==> src/rtl/soc_bus_pkg.sv <==
// rtl/soc_bus_pkg.sv - shared bus widths, memory latency and master indices
package soc_bus_pkg;

  localparam int ADDR_W     = 32;
  localparam int DATA_W     = 32;
  localparam int MEM_RD_LAT = 1;

  localparam int IF     = 0;
  localparam int LSU    = 1;
  localparam int LOADER = 2;

  typedef enum logic [1:0] {
    M_IF     = 2'd0,
    M_LSU    = 2'd1,
    M_LOADER = 2'd2
  } master_e;

  // Increment with explicit wrap so non-power-of-two master counts work.
  function automatic int wrap_inc(input int i, input int n);
    return (i + 1 >= n) ? 0 : i + 1;
  endfunction

endpackage

==> src/rtl/rr_pick.sv <==
// rtl/rr_pick.sv - combinational round-robin picker: first request at or after ptr
module rr_pick #(
  parameter int N  = 3,
  parameter int PW = $clog2(N)
) (
  input  logic [N-1:0]  req,
  input  logic [PW-1:0] ptr,
  output logic [N-1:0]  gnt,
  output logic [PW-1:0] idx,
  output logic          any
);

  logic [PW:0] pos;

  always_comb begin
    gnt = '0;
    idx = '0;
    any = 1'b0;
    pos = '0;
    for (int k = 0; k < N; k++) begin
      pos = {1'b0, ptr} + (PW+1)'(k);
      if (pos >= (PW+1)'(N)) pos = pos - (PW+1)'(N);
      if (!any && req[pos[PW-1:0]]) begin
        any              = 1'b1;
        gnt[pos[PW-1:0]] = 1'b1;
        idx              = pos[PW-1:0];
      end
    end
  end

endmodule

==> src/rtl/soc_bus_arbiter.sv <==
// rtl/soc_bus_arbiter.sv - round-robin, lockable arbiter in front of the single-port SoC memory
module soc_bus_arbiter
  import soc_bus_pkg::*;
#(
  parameter int NUM_M  = 3,
  parameter int ADDR_W = soc_bus_pkg::ADDR_W,
  parameter int DATA_W = soc_bus_pkg::DATA_W
) (
  input  logic                     clk,
  input  logic                     rst,
  input  logic [NUM_M-1:0]         m_req,
  input  logic [NUM_M-1:0]         m_lock,
  input  logic [NUM_M-1:0]         m_we,
  input  logic [NUM_M*ADDR_W-1:0]  m_addr,
  input  logic [NUM_M*DATA_W-1:0]  m_wdata,
  output logic [NUM_M-1:0]         m_gnt,
  output logic [NUM_M-1:0]         m_rvalid,
  output logic [DATA_W-1:0]        m_rdata,
  output logic                     s_en,
  output logic                     s_we,
  output logic [ADDR_W-1:0]        s_addr,
  output logic [DATA_W-1:0]        s_wdata,
  input  logic [DATA_W-1:0]        s_rdata
);

  localparam int PW = $clog2(NUM_M);

  logic [PW-1:0]    ptr;
  logic             own_v;
  logic [PW-1:0]    own_id;
  logic             rsp_v;
  logic [PW-1:0]    rsp_id;

  logic [NUM_M-1:0] req_eff;
  logic [NUM_M-1:0] pick;
  logic [PW-1:0]    win;
  logic             any;
  logic             acc;

  // While locked only the owner is visible; ptr sits at owner+1 so the picker still finds it.
  always_comb begin
    req_eff = m_req;
    if (own_v) req_eff = m_req & (NUM_M'(1) << own_id);
  end

  rr_pick #(.N(NUM_M), .PW(PW)) u_pick (
    .req (req_eff),
    .ptr (ptr),
    .gnt (pick),
    .idx (win),
    .any (any)
  );

  assign acc   = any & ~rst;
  assign m_gnt = acc ? pick : '0;

  always_comb begin
    s_en    = acc;
    s_we    = 1'b0;
    s_addr  = '0;
    s_wdata = '0;
    if (acc) begin
      s_we    = m_we[win];
      s_addr  = m_addr[int'(win)*ADDR_W +: ADDR_W];
      s_wdata = m_wdata[int'(win)*DATA_W +: DATA_W];
    end
  end

  always_ff @(posedge clk) begin
    if (rst) begin
      ptr    <= '0;
      own_v  <= 1'b0;
      own_id <= '0;
      rsp_v  <= 1'b0;
      rsp_id <= '0;
    end else begin
      rsp_v  <= acc & ~m_we[win];
      rsp_id <= win;
      if (acc) begin
        ptr    <= PW'(wrap_inc(int'(win), NUM_M));
        own_v  <= m_lock[win];
        own_id <= win;
      end
    end
  end

  assign m_rvalid = rsp_v ? (NUM_M'(1) << rsp_id) : '0;
  assign m_rdata  = rsp_v ? s_rdata : '0;

endmodule

==> config.mk <==
export PLATFORM = sky130hd
export DESIGN_NAME = soc_bus_arbiter
export DESIGN_NICKNAME = d
export VERILOG_FILES = /design/src/rtl/soc_bus_pkg.sv /design/src/rtl/rr_pick.sv /design/src/rtl/soc_bus_arbiter.sv
export SDC_FILE = /design/constraint.sdc
export NUM_CORES = 1
export LEC_CHECK = 0
export ABC_AREA = 1
export BUFFER_PORTS_ARGS = -buffer_cell sky130_fd_sc_hd__buf_2
export CAP_MARGIN = 20
export CORE_AREA = 5 5 128 130
export DETAILED_ROUTE_END_ITERATION = 7
export DIE_AREA = 0 0 133 135
export PLACE_DENSITY_LB_ADDON = 0.12
export SYNTH_ARGS = -nofsm -noshare
export SYNTH_HDL_FRONTEND = slang
export SYNTH_SLANG_ARGS = --single-unit
==> constraint.sdc <==
create_clock -name clk -period 2.55 [get_ports clk]
set_clock_uncertainty 0.2 [all_clocks]
set_input_delay 0.1275 -clock clk [delete_from_list [all_inputs] [get_ports clk]]
set_output_delay 0.1275 -clock clk [all_outputs]
set_load 0.1 [all_outputs]
# Word-level counts from Yosys, hierarchy flattened
# Cells that the tools add are included.
dict set report totals {
  regBits 8
  input_bits 235
  output_inout_bits 104
}
dict set report classes {
  add_sub_neg 6
  magnitude_cmp 11
  shift 4
  muxes 36
  bitwise_logic 7
  reduce_logical 7
}
# cell count
set op_table {}
lappend op_table {{96-bit by 8-bit indexed part select with 32-bit output} 2}
lappend op_table {{32-bit two-way mux} 3}
lappend op_table {{3-bit two-way mux} 6}
lappend op_table {{2-bit two-way mux} 7}
lappend op_table {{2-bit by 3-bit less-than comparator with 1-bit output (second input constant)} 4}
lappend op_table {{1-bit two-way mux} 12}
lappend op_table {{1-bit binary-select mux with 2-bit select} 5}
lappend op_table {{3-bit by 2-bit >= comparator with 1-bit output (second input constant)} 3}
lappend op_table {{2-bit by 1-bit adder with 3-bit output (second input constant)} 2}
lappend op_table {{1-bit demux with 2-bit select} 3}
lappend op_table {{2-bit by 1-bit >= comparator with 1-bit output (second input constant)} 3}
lappend op_table {{3-bit OR} 2}
lappend op_table {{1-bit by 2-bit left shift with 3-bit output (first input constant)} 2}
lappend op_table {{2-bit subtractor (second input constant)} 3}
lappend op_table {{1-bit logical AND} 5}
lappend op_table {{2-bit by 2-bit adder with 3-bit output (second input constant)} 1}
lappend op_table {{3-bit AND} 1}
lappend op_table {{1-bit AND} 2}
lappend op_table {{2-bit >= comparator (second input constant)} 1}
lappend op_table {{1-bit zero test} 2}
lappend op_table {{1-bit NOT} 2}

# Depth between registers and ports, before layout
# Gate-level depths: netlist of run 1.
dict set report depth {
  depth_word 16
  ltp_mapped 17
  ltp_nobuf 16
}

# Hierarchy
# A second synthesis of run 1 with hierarchy kept.
dict set report unflattened {
  hier_cells 609
  hier_area_um2 2730.1
}
# mod n_inst cells_each area_each_um2
set modules_own_cells {}
lappend modules_own_cells {soc_bus_arbiter 1 545 2397.3}
lappend modules_own_cells {rr_pick 1 64 332.8}

# Worst setup path after synthesis of run 1
# Ideal clock, no wire load.
dict set report synth_timing {
  path_kind {reg2out}
  from {reg ptr[0]}
  to {out s_we}
  arrival_ns 3.056
  t_required_ns 2.223
  setup_slack_ns -0.834
  stages_incl_launch_ff 14
  path_cell_list {dfxtp_1 inv_1 ha_1 inv_1 nand3_1 nand3_1 nand2_1 nand4_1 nand2_2 buf_2 nand2_1 nand2_1 nand2_1 nor2_1}
}
dict set report synth_between {
  elab_chain_cells 14
}
# element line_no
set synth_lines {}
lappend synth_lines {{from (decl)} soc_bus_arbiter.sv:28} ;# logic [PW-1:0] ptr;
lappend synth_lines {{from (signal assigned)} soc_bus_arbiter.sv:80} ;# ptr <= PW'(wrap_inc(int'(win), NUM_M));
lappend synth_lines {{parallel branches: the longest is 13 deep, another holds 2-bit by 1-bit adder with 3-bit output} n/a}
lappend synth_lines {{1-bit two-way mux *} soc_bus_arbiter.sv:62} ;# if (acc) begin
lappend synth_lines {{to (decl)} soc_bus_arbiter.sv:20} ;# output logic s_we,
# Mark *: on every way between the ends. The select of a mux whose other input is x is not followed.

# Worst setup path after layout of run 1
dict set report layout_timing {
  from {reg ptr[1]}
  to {out s_wdata[31]}
}
dict set report layout_between {
  elab_chain_cells 13
}
# element line_no
set layout_lines {}
lappend layout_lines {{parallel branches: the longest is 12 deep, another holds 2-bit by 1-bit adder with 3-bit output} n/a}
lappend layout_lines {{32-bit two-way mux *} soc_bus_arbiter.sv:62}
lappend layout_lines {{to (decl)} soc_bus_arbiter.sv:22} ;# output logic [DATA_W-1:0] s_wdata,
# Marks and branches as above.

==> impl_metrics.csv, run 1 <==
group,metric,value,unit
placement,placed_area,0.006594,sq mm
sta,hold_viol,0,
worst_setup_path,cp.required,2.22,ns
sta,tightest_slew,0.5067,ns
synth,synth_area_per_cell,5.718,sq um
worst_setup_path,worstRegToRegCells,16,
worst_setup_path,path_cells,"buf_12 > ha_4 > buf_6 > nand3_4 > nand3_2 > nand2_4 > buf_6 > nand4_1 > buf_6 > buf_12 > nand2_8 > buf_6 > o211ai_1 > nand2_4 > buf_12",
synth,postSynthCellCount,530,
sta,min_period,2.813,ns
sta,fin_ws,-0.2629,ns
floorplanning,die_x,133,microns
status,violations,"setup timing",
worst_setup_path,r2r-end,"ptr[0]$_SDFFE_PP0P_",
route,drc,0,
floorplanning,fp-row-count,45,
finish,finalInstanceArea,0.008098,sq mm
global_routing,antenna_found_initial,0,
finish,diodes,0,
sta,fmax,355.5,MHz
worst_setup_path,crit_path_max_incr_delay,0.32,ns
route,final_antenna_net_count,0,
worst_setup_path,critPathBufInv,7,
worst_setup_path,slowest_stage,"dfxtp_2",
route,first_iter_violations,127,
route,avgViaCountPerCell,4.295,
hold_path,min_path_type,"in2reg",
route,wl_per_cell,16.60,microns
worst_setup_path,cp.arrival,2.49,ns
sta,slew_violations,0,
synth,ys_ff_latch,8,
worst_setup_path,end_kind,"output pin",
placement,io_buffers,338,
hold_path,worstHoldPathCells,3,
finish,fillCellCount,1400,
floorplanning,num_io_pins,339,
worst_setup_path,critPathMaxFanout,6,
route,drt-pass1-iter-count,4,
clock_network,clock_path_buffers,2,
synth,synth_nets,769,
finish,layout_common_cells,"buf_2 (269), nand2_1 (118), inv_1 (109), buf_12 (83), nand2_4 (76)",
sta,fin_hold_ws,0.004625,ns
global_routing,grt_pass1_wl,25.12,mm
worst_setup_path,start_kind,"flop",
floorplanning,die_area,0.01796,sq mm
synth,ys_seq_area_share,5.285,%
placement,gp_congestion,0.8154,
finish,synthToLayoutAreaGrowth,167.2,%
global_routing,grt_start_max_net_pins,33,
synth,synth.cell_area,0.003030,sq mm
clock_network,clock-root-buffer,"clkbuf_16",
sta,slew_headroom,66.45,%
synth,ys_types,28,
clock_network,path_clk_slew,0.04,ns
finish,final_nets,1169,
sta,setup_violations,65,
placement,detailed_place_hpwl,13.18,mm
synth,ys_warn_count,0,
worst_setup_path,reg2reg_from,"ptr[0]$_SDFFE_PP0P_",
clock_network,cts_tree,"yes",
clock_network,cts.sinks,8,
global_routing,grt_pass1_vias,4548,
clock_network,clkLatencyLatePin,0.23,ns
route,wirelength,18.53,mm
finish,final_util,53.87,%
worst_setup_path,critical_path.top_delay_family,"buffers and inverters",
worst_setup_path,r2r_setup_slack,0.10,ns
floorplanning,core_area,0.01503,sq mm
clock_network,cts_buffers,3,
global_routing,overflow,0,
hold_path,whs_endpoint,"own_v$_SDFFE_PP0P_",
sta,rsz0062_at_grt,"true",
clock_network,htreeDepth,1,
sta,finalCritPeriodShare,110.3,%
finish,layout-drive-gt1-share,71.34,%
finish,final_common_cell,"buf_2",
job,drv_cap,0,
global_routing,grt_usage,17.48,%
worst_setup_path,crit_path_frequent_cell,"buf_6",
status,status,"finished, violations left",
floorplanning,floorplan.initialDensity,20.16,%
floorplanning,die_h,135,microns
worst_setup_path,crit_type,"reg2out",
route,vias,4793,
hold_path,hp-start,"m_lock[1]",
cell families after synthesis:
group | after synthesis | synth area share (%)
AO/OA/AOI/OAI | 79 | 28.74
buffers and inverters | 146 | 23.99
flip-flops | 8 | 5.285
AND/OR/NAND/NOR | 293 | 40.34
adder cells (fa/ha/maj) | 4 | 1.652
worst register-to-register path, delay by kind of cell (launching register included):
family,cells,cell delay [ns]
adders and majority gates,1,0.17
buffers and inverters,7,0.91
DFF,1,0.30
and+or+nand+nor,8,0.79
worst max path at each step:
stage / start / slack [ns] / cells past startpoint / to
2_1_floorplan: ptr[0]$_SDFFE_PP0P_ / -0.11 / 13 / s_we
3_3_place_gp: ptr[0]$_SDFFE_PP0P_ / -0.12 / 13 / s_wdata[1]
3_5_place_dp: ptr[0]$_SDFFE_PP0P_ / -0.14 / 13 / s_wdata[14]
4_1_cts: ptr[1]$_SDFFE_PP0P_ / -0.28 / 14 / s_wdata[1]
5_1_grt: ptr[1]$_SDFFE_PP0P_ / -0.38 / 15 / s_wdata[22]
6_report: ptr[1]$_SDFFE_PP0P_ / -0.26 / 15 / s_wdata[31]
area by class of cell:
cell class / instances / area, sq um / share of cell area [%]
clock buffer: 3 / 75.07 / 0.9271
inverter: 114 / 432.9 / 5.346
multi-input combinational: 379 / 3137 / 38.74
sequential: 8 / 162.7 / 2.009
tap: 188 / 235.2 / 2.905
timing repair buffer: 424 / 4055 / 50.08
metrics by stage:
step,setup TNS (ns),setup slack (ns),cells
2_1_floorplan,-0.2116,-0.1148,530
3_3_place_gp,-5.382,-0.1168,1060
3_5_place_dp,-5.904,-0.1369,1060
4_1_cts,-14.63,-0.2759,1099
5_1_grt,-21.18,-0.3843,1116
6_report,-14.62,-0.2629,1116
per-layer routing:
layer  routed length [microns]  track usage [%]  up-vias
li1                          -                -     2439
met1                      7199            19.94     2136
met2                      9722            32.90      200
met3                      1342            4.769       18
met4                       261            2.887        0
met5                         0                0        -
cells in the mapped netlist:
| cell type | instances | share of area (%) |
|---|---|---|
| clkbuf_1 | 6 | 0.74 |
| nand3_2 | 2 | 0.66 |
| o211ai_1 | 4 | 0.99 |
| o21ai_0 | 6 | 0.99 |
| buf_2 | 8 | 1.3 |
| o211ai_2 | 60 | 25 |
| inv_2 | 2 | 0.25 |
| nand4_1 | 4 | 0.83 |
| nand2_1 | 247 | 31 |
| a21oi_1 | 6 | 0.99 |
| buf_12 | 6 | 4.0 |
| inv_1 | 112 | 14 |
| o21ai_1 | 1 | 0.16 |
| ha_1 | 4 | 1.7 |
| nor2_4 | 1 | 0.37 |
| nand2_2 | 6 | 1.2 |
| nor3_1 | 3 | 0.50 |
| buf_6 | 7 | 2.6 |
| nand2_4 | 4 | 1.5 |
| nor2_8 | 1 | 0.66 |
| or2_2 | 1 | 0.21 |
| o22ai_1 | 1 | 0.21 |
| nor2_1 | 5 | 0.62 |
| dfxtp_1 | 8 | 5.3 |
| buf_4 | 5 | 1.2 |
| nor2_2 | 1 | 0.21 |
| a21boi_4 | 1 | 0.62 |
| nand3_1 | 18 | 3.0 |
flip-flops by register name (all words and copies together) (netlist names):
signal	cells
rsp_v	1
own_id	2
rsp_id	2
own_v	1
ptr	2
what timing repair did:
action | 4_1_cts | 5_1_grt
cloned | 14 | 11
endpoints found under the setup margin | 66 | 69
pin swaps | 17 | 17
resized for setup | 91 | 57
endpoints found under the hold margin | 1 | 0
hold buffers | 1 | 0
buffers inserted | 21 | 6
Power of run 1 is not shown: default switching activity piles up to over one toggle a cycle in this logic, so the estimate is an artifact.
==> run 2, diff against run 1 <==
Settings changed: CORE_AREA 5 5 128 130 to 5 5 127 129, DIE_AREA 0 0 133 135 to 0 0 132 134, PLACE_DENSITY set to 0.62, PLACE_DENSITY_LB_ADDON 0.12 to not set, SYNTH_HIERARCHICAL set to 1.
==> impl_metrics.csv, run 2 <==
group,metric,value,unit
synth,synthTopCellsByArea,"nand2_1 (41%), nand3_1 (24%), inv_1 (12%)",
global_routing,overflow,0,
clock_network,clock-root-buffer,"clkbuf_16",
clock_network,clkLatencyLatePin,0.23,ns
worst_setup_path,crit_path_frequent_cell,"nand3_2",
global_routing,grt_start_max_net_pins,26,
worst_setup_path,path_cells,"buf_4 > ha_1 > o21ai_2 > nand2_4 > nand3_2 > nand2_2 > inv_2 > nand2_8 > buf_8 > buf_4 > buf_12 > nand3_2 > nand3_2 > nand2_2 > clkinvlp_4 > buf_12",
synth,synthFlopType,"dfxtp_1",
worst_setup_path,critical_path.top_delay_family,"buffers and inverters",
finish,final_common_cell,"buf_2",
worst_setup_path,slowest_stage,"dfxtp_4",
synth,ys_warn_count,6,
route,drt-pass1-iter-count,4,
synth,synth_nets,848,
finish,diodes,0,
global_routing,grt_pass1_vias,5315,
synth,synth_area_per_cell,4.483,sq um
placement,io_buffers,338,
global_routing,grt_pass1_wl,28.56,mm
clock_network,htreeDepth,1,
worst_setup_path,critical_path.endpoint,"s_wdata[16]",
worst_setup_path,critPathMaxFanout,6,
sta,rsz0062_at_grt,"true",
route,wl_per_cell,17.02,microns
floorplanning,core_area,0.01492,sq mm
synth,synthArstFlopShare,0,%
worst_setup_path,worstRegToRegCells,16,
sta,slew_headroom,57.18,%
floorplanning,die_area,0.01769,sq mm
synth,ys_ff_latch,8,
placement,detailed_place_hpwl,14.48,mm
synth,synth_edf_count,0,
global_routing,antenna_found_initial,1,
synth,ys_seq_area_share,5.866,%
floorplanning,floorplan.initialDensity,18.30,%
sta,tightest_slew,0.6414,ns
worst_setup_path,cp.arrival,2.54,ns
hold_path,min_path_type,"in2reg",
job,drv_cap,0,
worst_setup_path,crit_path_start,"ptr[0]$_SDFFE_PP0P_",
floorplanning,die_h,134,microns
sta,slew_violations,0,
sta,fmax,348.7,MHz
synth,synth_most_common_cell,"nand2_1",
finish,layout_common_cells,"buf_2 (269), nand2_1 (159), nand2_2 (82), buf_12 (82), nand3_2 (69)",
sta,min_period,2.868,ns
clock_network,clock_path_buffers,2,
worst_setup_path,crit_path_max_incr_delay,0.36,ns
route,drc,0,
sta,hold_viol,0,
synth,synth_area_leader_cell,"nand2_1",
sta,setup_violations,68,
finish,layout-drive-gt1-share,72.85,%
worst_setup_path,end_kind,"output pin",
floorplanning,die_x,132,microns
worst_setup_path,reg2reg_from,"ptr[0]$_SDFFE_PP0P_",
synth,postSynthCellCount,609,
clock_network,cts.sinks,8,
route,final_antenna_net_count,0,
synth,synth_top_area_share,40.70,%
synth,ys_types,22,
clock_network,path_clk_slew,0.04,ns
worst_setup_path,crit_type,"reg2out",
clock_network,cts_buffers,3,
worst_setup_path,path_depth,16,
synth,synth.cell_area,0.002730,sq mm
status,violations,"setup timing",
worst_setup_path,cp.required,2.22,ns
hold_path,hp-start,"m_lock[0]",
route,avgViaCountPerCell,4.595,
route,first_iter_violations,179,
finish,reg.largest.list,"own_id: 2 flops, ptr: 2 flops, rsp_id: 2 flops",
clock_network,cts_tree,"yes",
worst_setup_path,r2r_setup_slack,-0.06,ns
placement,gp_congestion,0.9184,
worst_setup_path,start_kind,"flop",
route,vias,5468,
worst_setup_path,critPathBufInv,7,
sta,finalCritPeriodShare,112.5,%
floorplanning,num_io_pins,339,
global_routing,grt_usage,20.02,%
worst_setup_path,r2r-end,"rsp_v$_SDFF_PP0_",
route,wirelength,20.26,mm
status,status,"finished, violations left",
sta,fin_ws,-0.3180,ns
finish,final_nets,1243,
synth,synth_top_cells_by_count,"nand2_1 (296), nand3_1 (131), inv_1 (90), clkbuf_1 (19), buf_2 (17)",
sta,fin_tns_setup,-17.99,ns
floorplanning,fp-row-count,45,
finish,synthToLayoutAreaGrowth,200.4,%
## run 2: cell count changes in the layout (fill, tap and decap cells not counted), moves of 10 or more
cell / previous run / this run
inv_1: 109 / 46
nand3_2: 8 / 69
o211ai_2: 50 / 0
nand2_1: 118 / 159
nand3_1: 9 / 49
clkinvlp_4: 0 / 36
nand2_2: 63 / 82
nand2_4: 76 / 57
nand3_4: 3 / 14
o211ai_4: 10 / 0
## run 2: worst min path at each step
stage	end	cells after the start
floorplan	rsp_id[0]$_SDFF_PP0_	1
global placement	rsp_id[1]$_SDFF_PP0_	2
detailed placement	rsp_id[1]$_SDFF_PP0_	2
CTS	own_v$_SDFFE_PP0P_	5
global route	own_v$_SDFFE_PP0P_	5
finish	own_v$_SDFFE_PP0P_	5
## run 2: kinds of logic after synthesis
kind of cell	count (synthesis)	share of synthesized area, %
AND/OR/NAND/NOR	452	69.84
buffers and inverters	134	19.48
AO/OA/AOI/OAI	11	2.979
flip-flops	8	5.866
adder cells (fa/ha/maj)	4	1.833
## run 2: routing by layer
metal / global-route usage (%) / routed length, microns
met1: 22.37 / 7274
met2: 38.66 / 11030
met3: 4.464 / 1554
met4: 3.943 / 386
met5: 0 / 13
## run 2: timing repair
| action | CTS | global route |
|---|---|---|
| hold buffers | 1 | 0 |
| setup endpoints to repair | 65 | 71 |
| buffers inserted | 19 | 17 |
| gates cloned | 12 | 0 |
| endpoints found under the hold margin | 2 | 0 |
| gates resized for setup | 160 | 150 |
| pin swaps | 43 | 72 |
## run 2: through the flow
step           instance area, sq um  hold WS (ns)  instances  setup slack [ns]  util (%)
6_report                       8202       0.04992       1190           -0.3180     54.97
2_1_floorplan                  3182    -0.0001165        609         -0.008142         -
5_1_grt                        8202       0.09316       1190           -0.4298     54.97
3_5_place_dp                   6391        0.2043       1143           -0.1412     42.83
3_3_place_gp                   6391        0.2077       1143          -0.08967     42.83
4_1_cts                        7525       0.05080       1176           -0.3133     50.43
## run 2: cell type report
| type | instances | area (sq um) |
|---|---|---|
| Clock buffer | 3 | 75.07 |
| Fill cell | 1348 | 6719 |
| Inverter | 96 | 520.5 |
| Multi-Input combinational cell | 467 | 3312 |
| Sequential cell | 8 | 167.7 |
| Tap cell | 188 | 235.2 |
| Timing Repair Buffer | 428 | 3891 |
## run 2: worst min-delay path: cells and delay by family
kind                   cells  cell delay, ns
AND/OR/NAND/NOR            4            0.25
buffers and inverters      1            0.07
Power of run 2 is left out for the same reason.
